--- src/rtl/lsu_obi_pkg.sv ---
// rtl/lsu_obi_pkg.sv - shared types for the OBI load/store unit
package lsu_obi_pkg;
    typedef enum logic [1:0] {
        BYTE      = 2'b00,
        HALF_WORD = 2'b01,
        WORD      = 2'b10
    } data_type_t;
endpackage

--- src/rtl/lsu_obi_multi.sv ---
// rtl/lsu_obi_multi.sv - load/store unit driving an OBI data port with several in-flight accesses
module lsu_obi_multi
    import lsu_obi_pkg::*;
#(
    parameter int MAX_OUTSTANDING = 2,
    parameter int CNT_W           = $clog2(MAX_OUTSTANDING + 1)
) (
    input  logic             clk_i,
    input  logic             rst_n_i,
    input  logic             req_valid_i,
    output logic             req_ready_o,
    input  logic [31:0]      req_addr_i,
    input  logic             req_we_i,
    input  data_type_t       req_type_i,
    input  logic             req_sign_ext_i,
    input  logic [31:0]      req_wdata_i,
    output logic             resp_valid_o,
    output logic [31:0]      resp_rdata_o,
    output logic             resp_we_o,
    output logic             resp_misaligned_o,
    output logic             data_obi_req_o,
    input  logic             data_obi_gnt_i,
    output logic [31:0]      data_obi_addr_o,
    output logic             data_obi_we_o,
    output logic [3:0]       data_obi_be_o,
    output logic [31:0]      data_obi_wdata_o,
    input  logic             data_obi_rvalid_i,
    output logic             data_obi_rready_o,
    input  logic [31:0]      data_obi_rdata_i,
    output logic             busy_o,
    output logic [CNT_W-1:0] outstanding_o
);

    localparam int PTR_W = (MAX_OUTSTANDING > 1) ? $clog2(MAX_OUTSTANDING) : 1;

    typedef struct packed {
        logic       we;
        data_type_t dtype;
        logic       sign_ext;
        logic [1:0] off;
        logic       mis;
    } tag_t;

    tag_t             fifo_q [MAX_OUTSTANDING];
    logic [PTR_W-1:0] wr_ptr_q, wr_ptr_d;
    logic [PTR_W-1:0] rd_ptr_q, rd_ptr_d;
    logic [CNT_W-1:0] cnt_q, cnt_d;

    logic       full, empty, misaligned, push, pop;
    tag_t       head, push_tag;
    logic [31:0] shifted;

    function automatic logic [PTR_W-1:0] ptr_inc(input logic [PTR_W-1:0] p);
        if (p == PTR_W'(MAX_OUTSTANDING - 1)) begin
            return '0;
        end
        return p + 1'b1;
    endfunction

    assign full  = (cnt_q == CNT_W'(MAX_OUTSTANDING));
    assign empty = (cnt_q == '0);
    assign head  = fifo_q[rd_ptr_q];

    always_comb begin
        misaligned = 1'b0;
        case (req_type_i)
            HALF_WORD: misaligned = req_addr_i[0];
            WORD:      misaligned = (req_addr_i[1:0] != 2'b00);
            default:   misaligned = 1'b0;
        endcase
    end

    // Misaligned requests only enter an empty queue so their error response
    // cannot overtake an earlier bus response.
    always_comb begin
        data_obi_req_o = req_valid_i && !misaligned && !full;
        if (misaligned) begin
            req_ready_o = req_valid_i && empty;
        end else begin
            req_ready_o = data_obi_req_o && data_obi_gnt_i;
        end
    end

    assign push = req_ready_o;

    always_comb begin
        push_tag.we       = req_we_i;
        push_tag.dtype    = req_type_i;
        push_tag.sign_ext = req_sign_ext_i;
        push_tag.off      = req_addr_i[1:0];
        push_tag.mis      = misaligned;
    end

    assign data_obi_addr_o   = {req_addr_i[31:2], 2'b00};
    assign data_obi_we_o     = req_we_i;
    assign data_obi_wdata_o  = req_wdata_i << {req_addr_i[1:0], 3'b000};
    assign data_obi_rready_o = 1'b1;

    always_comb begin
        case (req_type_i)
            BYTE:      data_obi_be_o = 4'b0001 << req_addr_i[1:0];
            HALF_WORD: data_obi_be_o = 4'b0011 << req_addr_i[1:0];
            default:   data_obi_be_o = 4'b1111;
        endcase
    end

    always_comb begin
        resp_valid_o = 1'b0;
        pop          = 1'b0;
        if (!empty) begin
            if (head.mis) begin
                resp_valid_o = 1'b1;
                pop          = 1'b1;
            end else begin
                resp_valid_o = data_obi_rvalid_i;
                pop          = data_obi_rvalid_i;
            end
        end
    end

    assign shifted = data_obi_rdata_i >> {head.off, 3'b000};

    always_comb begin
        resp_rdata_o = '0;
        if (resp_valid_o && !head.mis && !head.we) begin
            case (head.dtype)
                BYTE:      resp_rdata_o = {{24{head.sign_ext & shifted[7]}}, shifted[7:0]};
                HALF_WORD: resp_rdata_o = {{16{head.sign_ext & shifted[15]}}, shifted[15:0]};
                default:   resp_rdata_o = shifted;
            endcase
        end
    end

    assign resp_we_o         = resp_valid_o && head.we;
    assign resp_misaligned_o = resp_valid_o && head.mis;

    always_comb begin
        wr_ptr_d = push ? ptr_inc(wr_ptr_q) : wr_ptr_q;
        rd_ptr_d = pop  ? ptr_inc(rd_ptr_q) : rd_ptr_q;
        cnt_d    = cnt_q;
        case ({push, pop})
            2'b10:   cnt_d = cnt_q + 1'b1;
            2'b01:   cnt_d = cnt_q - 1'b1;
            default: cnt_d = cnt_q;
        endcase
    end

    always_ff @(posedge clk_i or negedge rst_n_i) begin
        if (!rst_n_i) begin
            wr_ptr_q <= '0;
            rd_ptr_q <= '0;
            cnt_q    <= '0;
        end else begin
            wr_ptr_q <= wr_ptr_d;
            rd_ptr_q <= rd_ptr_d;
            cnt_q    <= cnt_d;
        end
    end

    always_ff @(posedge clk_i) begin
        if (push) begin
            fifo_q[wr_ptr_q] <= push_tag;
        end
    end

    assign outstanding_o = cnt_q;
    assign busy_o        = !empty || (req_valid_i && !req_ready_o);

    // A misaligned head never reached the bus, so no rvalid can belong to it.
    a_no_rvalid_on_mis: assert property (@(posedge clk_i) disable iff (!rst_n_i)
        !(data_obi_rvalid_i && !empty && head.mis));

endmodule

--- config.mk ---
export PLATFORM = sky130hd
export DESIGN_NAME = lsu_obi_multi
export DESIGN_NICKNAME = d
export VERILOG_FILES = /design/src/rtl/lsu_obi_pkg.sv /design/src/rtl/lsu_obi_multi.sv
export SDC_FILE = /design/constraint.sdc
export NUM_CORES = 1
export LEC_CHECK = 0
export CAP_MARGIN = 15
export CORE_MARGIN = 2
export CORE_UTILIZATION = 35
export DETAILED_ROUTE_END_ITERATION = 10
export PLACE_DENSITY = 0.95
export SETUP_SLACK_MARGIN = 0.02
export SLEW_MARGIN = 30
export SYNTH_ARGS = -nofsm -noshare
export SYNTH_HDL_FRONTEND = slang
export SYNTH_SLANG_ARGS = --single-unit
--- constraint.sdc ---
create_clock -name clk_i -period 4.4 [get_ports clk_i]
set_input_delay 0.66 -clock clk_i [delete_from_list [all_inputs] [get_ports clk_i]]
set_output_delay 0.66 -clock clk_i [all_outputs]
set_load 0.02 [all_outputs]
# Word level (Yosys, flattened, before mapping)
# Memories as Yosys holds them, arrays and structs flattened.
# Index checks and enable logic that the tools add are counted.
[classes]
eq_ne = 6
n_addsub = 4
n_shift = 4
n_reduce_logical = 21
mux = 16
bitwise_logic = 2
[ops]
columns = ["cell", "n"]
rows = [
  ["$pmux W32 S2", 1],
  ["$mux W32", 1],
  ["$shl A32 B5 Y32", 1],
  ["$shr A32 B5 Y32", 1],
  ["$mux W1", 11],
  ["$logic_and A1 B1 Y1", 9],
  ["$pmux W4 S2", 1],
  ["$eq A2 B1 Y1 const B", 3],
  ["$eq A2 B2 Y1 const B", 3],
  ["$logic_not A1 Y1", 6],
  ["$logic_not A2 Y1", 3],
  ["$pmux W2 S2", 1],
  ["$reduce_bool A2 Y1", 2],
  ["$shl A1 B2 Y4 const A", 1],
  ["$shl A2 B2 Y4 const A", 1],
  ["$add A1 B1 Y1 const B", 2],
  ["$add A2 B1 Y2 const B", 1],
  ["$and A1 B1 Y1", 2],
  ["$pmux W1 S2", 1],
  ["$sub A2 B1 Y2 const B", 1],
  ["$logic_or A1 B1 Y1", 1],
]
[totals]
n_memories = 1
regBits = 4
wordCells = 57
mem_bits_rw = 14
[memory_table]
columns = ["name", "depth", "width", "rd", "rd_ports_with_merged_regs", "write_ports", "line_no", "source"]
rows = [
  ["fifo_q", 2, 7, 1, 0, 1, "lsu_obi_multi.sv:44", "tag_t fifo_q [MAX_OUTSTANDING];"],
]

# Depth between registers and ports, before layout
# Gate-level depths: netlist (run 1).
[logic_depth]
word_depth = 10
mapped_depth = 10

# Worst setup path after synthesis (run 1)
# No wires, ideal clock.
[synth_path]
path_kind = "input port to output port"
start = "input port req_addr_i[1]"
end = "output port data_obi_wdata_o[16]"
slack_ps = 1738
required_time_ps = 3740
cell_stages = 4
arrival_ps = 2002
path_cell_list = "clkbuf_1 > buf_1 > mux2i_1 > o21ai_0"
[synth_via]
elab_chain_cells = 1
[synth_lines]
columns = ["item", "line_no", "source"]
rows = [
  ["from (decl)", "lsu_obi_multi.sv:12", "input logic [31:0] req_addr_i,"],
  ["$shl A32 B5 Y32", "lsu_obi_multi.sv:96", "assign data_obi_wdata_o = req_wdata_i << {req_addr_i[1:0], 3'b000};"],
  ["to (decl)", "lsu_obi_multi.sv:26", "output logic [31:0] data_obi_wdata_o,"],
]
# Every way passes these cells.

# Worst setup path after layout (run 1)
[layout_path]
start = "input port req_type_i[1]"
end = "output port req_ready_o"
[layout_via]
elab_chain_cells = 7
[layout_lines]
columns = ["item", "line_no", "source"]
rows = [
  ["from (decl)", "lsu_obi_multi.sv:14", "input data_type_t req_type_i,"],
  ["$eq A2 B2 Y1 / $eq A2 B1 Y1 (equally long branches)", "lsu_obi_multi.sv:66", "case (req_type_i)"],
  ["$pmux W1 S2 *", "lsu_obi_multi.sv:66", ""],
  ["net misaligned", "lsu_obi_multi.sv:49", "logic full, empty, misaligned, push, pop;"],
  ["$logic_not A1 Y1", "lsu_obi_multi.sv:76", "data_obi_req_o = req_valid_i && !misaligned && !full;"],
  ["$logic_and A1 B1 Y1 (2 in series)", "lsu_obi_multi.sv:76", ""],
  ["$logic_and A1 B1 Y1", "lsu_obi_multi.sv:80", "req_ready_o = data_obi_req_o && data_obi_gnt_i;"],
  ["$mux W1 *", "lsu_obi_multi.sv:77", "if (misaligned) begin"],
  ["to (decl)", "lsu_obi_multi.sv:11", "output logic req_ready_o,"],
]
# Mark *: on every way through the listed nets, which the timed path passes. The rest lies on a longest branch.

==> metrics.yaml, run 1 <==
yosys:
  synth_area_leaders: "edfxtp_1 (17%), mux2i_1 (13%), buf_4 (10%)"
  synth_cells: 313
  synth-async-reset-ratio_pct: 22.2
  ys_seq_area_share_pct: 21.2
  ys.flop_type: "edfxtp_1"
  syn_area_um2: 2450
  synth_top_area_share_pct: 17.2
  synth.distinct_cells: 37
  syn_avg_cell_area_um2: 7.83
  synth_top_area_cell: "edfxtp_1"
  synth_edf_count: 14
  yosys_warnings: 0
  ys_ff_latch: 18
timing:
  hold-worst-slack_ns: 0.516
  slew-limit-headroom_pct: 52.2
  maxSlewViolCount: 0
  finalCritPeriodShare_pct: 90.6
  finalSetupViolCount: 0
  grt_setup_unrepaired: "no"
  clock_skew_ns: 0.00138
  hold_viol: 0
  fmax_mhz: 251
  worst_pin_slew_ns: 0.717
  setup_tns_ns: 0
  layout_min_cycle_time_ns: 3.99
grt:
  first_global_vias: 2547
  grt_overflow_total: 0
  grt_max_degree: 40
  antenna_found_initial: 0
  grt_pass1_wl_um: 12100
  grtUsageTotal_pct: 19.7
placed_design:
  dp_cells: 510
  gp_congestion: 0.867
  port_buffers: 151
  dpl.hpwl_um: 6630
  post_dp_cell_area_um2: 3760
run_status:
  outcome: "completed"
worst_setup_path:
  r2r_end: "outstanding_o[1]"
  r2r-start: "rd_ptr_q"
  ff2ff_setup_slack_ns: 2.04
  path_class: "in -> out"
  arrival_ns: 3.33
  worst_setup_path_start_kind: "input pin"
  cp_max_fo: 8
  max_stage_delay_ns: 0.59
  crit_buf_inv: 4
  path_cells: "clkdlybuf4s50_1, inv_1, ha_1, o21ai_0, a21boi_0, nor2_1, a211o_1, inv_1, clkdlybuf4s50_1"
  rr_worst_depth: 6
  end_kind: "output pin"
  cpLargestDelayFamily: "buffers and inverters"
  cp_slowest_cell: "clkdlybuf4s50_1"
  cp.required_ns: 3.74
cts:
  post-cts-setup-buffer-count: 0
  cts_tree: "yes"
  cts.sinks: 18
  clock_latency_ns: 0.25
  cts_resized: 0
  cts_buffers: 3
  hold_buffers: 0
  path_clk_slew_ns: 0.06
  htreeDepth: 1
  root_buffer: "clkbuf_8"
  clock_tree.buffer_depth: 2
routing:
  drt_pass1_iterations: 4
  wl_per_cell_um: 15.8
  drtIter0Drc: 74
  drt-total-wl_um: 8130
  routed_via_density: 5.28
  ant_nets: 0
  routed-via-count: 2714
  drc: 0
floorplan:
  dieWidth_um: 87.7
  core_area_um2: 6790
  die_h_um: 87.7
  initial_utilization_pct: 36.1
  io_pins: 215
  die_area_um2: 7690
  num_rows: 30
cells_and_area:
  fin_area_um2: 3800
  layout-drive-gt1-share_pct: 4.31
  fin_cells: 514
  n_antenna_cell: 0
  nNetsFinal: 528
  areaGrowthSynthToFinish_pct: 55.2
min_path:
  min_from: "wr_ptr_q"
  whs_endpoint: "wr_ptr_q"
  worst_hold_path_type: "reg -> reg"
  min_path_cells: 1
power:
  finalPower_mw: 1.36
  vdd_ir_drop_max_mv: 0.183
  power.density_nw_per_um2: 359
  p_leak_nw: 1.42
flow_run:
  maxCapViolCount: 0
final cells by class:
class | count | area [um^2]
tap | 96 | 120
inverter | 8 | 30.0
timing repair buffer | 156 | 1550
multi-input combinational | 232 | 1540
sequential | 18 | 520
clock buffer | 3 | 41.3
fill | 612 | 2990
clock inverter | 1 | 3.75
per-layer routing:
layer | track usage [%] | share of wire [%] | vias up
met3 | 5.75 | 10 | 20
li1 | - | - | 1287
met4 | 7.41 | 2.7 | 0
met1 | 20.1 | 37 | 1247
met5 | 0 | 0 | -
met2 | 37.5 | 50 | 160
cells in the mapped netlist (2+ instances only):
library cell / n
nand3_1: 9
buf_4: 34
nand2_1: 31
and2_1: 10
mux2i_1: 32
o22ai_1: 8
a311oi_1: 2
buf_1: 4
nor2b_1: 17
conb_1: 2
mux2i_4: 2
clkbuf_1: 10
o2bb2ai_1: 8
buf_6: 3
a211o_1: 2
ha_1: 4
xnor2_1: 5
o21ai_1: 10
edfxtp_1: 14
dfrtp_1: 4
a211oi_1: 18
inv_1: 8
or2_2: 3
a32oi_1: 2
nor2_1: 23
o21ai_0: 15
buf_2: 5
a21oi_1: 18
nor3_1: 2
report_power, final:
group / internal [mW] / leakage (nW) / switching, mW
clock: 0.0619 / 0.0231 / 0.0499
combinational: 0.452 / 1.22 / 0.519
sequential: 0.227 / 0.175 / 0.0549
cells in the final DEF (no fill, tap or decap), drive strengths merged, types with 4 or more instances in the layout:
cell type and count:
mux2i 34, dfrtp 4, o2bb2ai 8, clkdlybuf4s50 151, nor2 23, ha 4, nor2b 17, edfxtp 14
xnor2 5, and2 10, buf 5, nand2 31, nand3 9, inv 8, a211oi 18, a21oi 18
o21ai 25, o22ai 9
through the flow:
stage | util (%) | setup slack [ns]
2_1_floorplan | - | 1.74
3_3_place_gp | 55.3 | 0.614
3_5_place_dp | 55.3 | 0.421
4_1_cts | 55.9 | 0.421
5_1_grt | 55.9 | 0.213
6_report | 55.9 | 0.414
flip-flops by register name (all words and copies together) (netlist names):
name           count
fifo_q            14
outstanding_o      2
rd_ptr_q           1
wr_ptr_q           1
cell families (layout without fill, tap and decap cells):
group	after synthesis	count (layout)	share of synthesized area, %
adder cells (fa/ha/maj)	4	4	2.04
AO/OA/AOI/OAI	88	88	24.0
buffers and inverters	64	168	16.2
AND/OR/NAND/NOR	96	96	18.5
other	2	3	0.307
multiplexers	36	36	16.0
XOR/XNOR	5	5	1.79
flip-flops	18	18	21.2
worst max path at each step:
stage                  startpoint              endpoint  slack [ns]  cells after the start
finish              req_type_i[1]           req_ready_o        0.41                      9
global route        req_type_i[1]           req_ready_o        0.21                      9
CTS                 req_type_i[1]           req_ready_o        0.42                      9
detailed placement  req_type_i[1]           req_ready_o        0.42                      9
global placement    req_type_i[1]           req_ready_o        0.61                      9
floorplan           req_addr_i[1]  data_obi_wdata_o[16]        1.74                      4
No activity file was read; power rests on OpenSTA's default activity.
==> run 2, diff against run 1 <==
CTS_CLUSTER_DIAMETER = 150   (was default)
==> results of run 2 <==
No change in the layout: final DEF, timing and power equal those of run 1.
==> run 3, diff against run 2 <==
--- a/config.mk
+++ b/config.mk
@@ -11,4 +11,5 @@
 export CTS_CLUSTER_DIAMETER = 150
 export DETAILED_ROUTE_END_ITERATION = 10
+export HOLD_SLACK_MARGIN = 0.12
 export PLACE_DENSITY = 0.95
 export SETUP_SLACK_MARGIN = 0.02
==> constraint.sdc (replaced) <==
create_clock -name clk_i -period 4.4 [get_ports clk_i]
set_input_delay 0.66 -clock clk_i [delete_from_list [all_inputs] [get_ports clk_i]]
set_output_delay 0.66 -clock clk_i [all_outputs]
set_load 0.005 [all_outputs]
==> metrics.yaml, run 3 (synthesized netlist as in run 1, its figures left out) <==
run_status:
  outcome: "completed"
power:
  p_seq_share_pct: 22.7  # +2.0 points
  p_sw_uw: 505  # -19%
  swShare_pct: 40.6  # -5.1 points
  combPwrFrac_pct: 68.1  # -3.0 points
  p_leak_nw: 1.42  # +0.34%
  internal_power_uw: 739  # -0.28%
  pwr-share-clk_pct: 9.1  # +0.9 points
  vdd_ir_drop_max_mv: 0.162  # -12%
  power.density_nw_per_um2: 326  # -9.1%
placed_design:
  dp_cells: 511  # +0.20%
  port_buffers: 151  # unchanged
  post_dp_cell_area_um2: 3760  # +0.20%
  dpl.hpwl_um: 6590  # -0.62%
  gp_congestion: 0.865  # -0.17%
worst_setup_path:
  arrival_ns: 3.12  # -0.21 ns
  cp.required_ns: 3.74  # about the same
  worst_setup_path_start_kind: "flop"
  end_kind: "output pin"
  path_class: "reg -> out"
  cp_max_fo: 18  # +10
cells_and_area:
  fin_area_um2: 3810  # +0.20%
  areaGrowthSynthToFinish_pct: 55.5
  mostFrequentLayoutCells: "clkdlybuf4s50_1 (151), mux2i_1 (32), nand2_1 (31)"
  largest-register: "fifo_q"
  nNetsFinal: 529  # +0.19%
  largest_reg_flops: 14  # unchanged
  n_antenna_cell: 0  # unchanged
  layout-drive-gt1-share_pct: 4.53  # +0.23 points
  fin_cells: 515  # +0.19%
  final_common_cell: "clkdlybuf4s50_1"
  n_fill_cell: 620  # +1.3%
floorplan:
  core_area_um2: 6790  # unchanged
  num_rows: 30  # unchanged
  die_h_um: 87.7  # unchanged
  die_area_um2: 7690  # unchanged
  initial_utilization_pct: 36.1  # unchanged
  io_pins: 215  # unchanged
  dieWidth_um: 87.7  # unchanged
timing:
  fmax_mhz: 265  # +5.4%
  finalCritPeriodShare_pct: 85.9  # -4.7 points
  setup_tns_ns: 0  # unchanged
  worst_pin_slew_ns: 0.717  # +0.000547 ns
  layout_min_cycle_time_ns: 3.78  # -0.205 ns
  finalSetupViolCount: 0  # unchanged
  hold-worst-slack_ns: 0.508  # -0.00774 ns
  maxSlewViolCount: 0  # unchanged
  grt_setup_unrepaired: "no"
  slew-limit-headroom_pct: 52.0  # -0.21 points
  hold_viol: 0  # unchanged
  clock_skew_ns: 0.000921  # -0.000459 ns
cts:
  hold_buffers: 0  # unchanged
  htreeDepth: 1  # unchanged
  path_clk_slew_ns: 0.07  # about the same
  clock_tree.buffer_depth: 2  # unchanged
  cts_tree: "yes"
  root_buffer: "clkbuf_8"
  cts_buffers: 3  # unchanged
  cts_resized: 0  # unchanged
  post-cts-setup-buffer-count: 0  # unchanged
  cts.sinks: 18  # unchanged
  clock_latency_ns: 0.25  # about the same
routing:
  drt-total-wl_um: 8100  # -0.34%
  ant_nets: 0  # unchanged
  wl_per_cell_um: 15.7  # -0.54%
  drt_pass1_iterations: 4  # unchanged
  drc: 0  # unchanged
  routed-via-count: 2722  # +0.29%
  routed_via_density: 5.29  # +0.10%
  drtIter0Drc: 74  # unchanged
grt:
  grt_max_degree: 41  # +2.5%
  antenna_found_initial: 0  # unchanged
  grt_pass1_wl_um: 12100  # unchanged
  grt_overflow_total: 0  # unchanged
  first_global_vias: 2620  # +2.9%
  grtUsageTotal_pct: 19.6  # -0.097 points
min_path:
  worst_hold_path_type: "reg -> reg"
flow_run:
  maxCapViolCount: 0  # unchanged
-- run 3: changes by cell type in the layout (fill, tap and decap cells not counted), sizes merged --
cell | previous run | this run
buf | 5 | 6
-- run 3: worst max-delay path: stages (launching register included) --
cell and delay [ns]:
dfrtp_1 0.77, nor3b_1 0.31, o221ai_2 0.19, nor2_1 0.60, inv_1 0.26, o22ai_1 0.20
clkdlybuf4s50_1 0.54
-- run 3: final cells by class --
class / count / area, um^2 / area share, %
clock buffers: 3 / 41.3 / 1.08
clock inverters: 1 / 3.75 / 0.0986
inverters: 8 / 30.0 / 0.788
multi-input cells: 232 / 1540 / 40.3
flip-flops and latches: 18 / 520 / 13.7
well taps: 96 / 120 / 3.15
repair buffers: 157 / 1560 / 40.9
-- run 3: metal layers --
metal / vias up / global-route usage, % / share of wire [%]
met5: - / 0 / 0
met4: 0 / 7.69 / 3.0
met3: 22 / 5.47 / 11
met2: 183 / 37.0 / 48
met1: 1222 / 20.3 / 38
li1: 1295 / - / -
-- run 3: worst paths after layout --
| path | startpoint | endpoint | slack, ns | cells past startpoint |
|---|---|---|---|---|
| max | rd_ptr_q | resp_rdata_o[23] | 0.62 | 6 |
| min | wr_ptr_q | wr_ptr_q | 0.51 | 1 |
| max reg2reg | rd_ptr_q | outstanding_o[1] | 2.03 | 6 |
| min reg2reg | wr_ptr_q | wr_ptr_q | 0.51 | 1 |
| max in group asynchronous | rst_n_i | wr_ptr_q | 3.60 | 1 |
| min in group asynchronous | rst_n_i | outstanding_o[0] | 0.62 | 1 |
-- run 3: power by group through the flow --
stage | combinational, mW | sequential, mW | clock, mW
2_1_floorplan | 0.554 | 0.254 | 0
3_3_place_gp | 0.824 | 0.282 | 0
3_5_place_dp | 0.842 | 0.287 | 0
4_1_cts | 0.846 | 0.283 | 0.116
5_1_grt | 0.917 | 0.291 | 0.124
6_report | 0.847 | 0.282 | 0.114
-- run 3: per-stage QoR --
stage	utilization (%)	total power [mW]	setup slack (ns)
2_1_floorplan	-	0.808	1.87
3_3_place_gp	55.4	1.11	0.748
3_5_place_dp	55.4	1.13	0.630
4_1_cts	56.1	1.24	0.622
5_1_grt	56.1	1.33	0.372
6_report	56.1	1.24	0.620
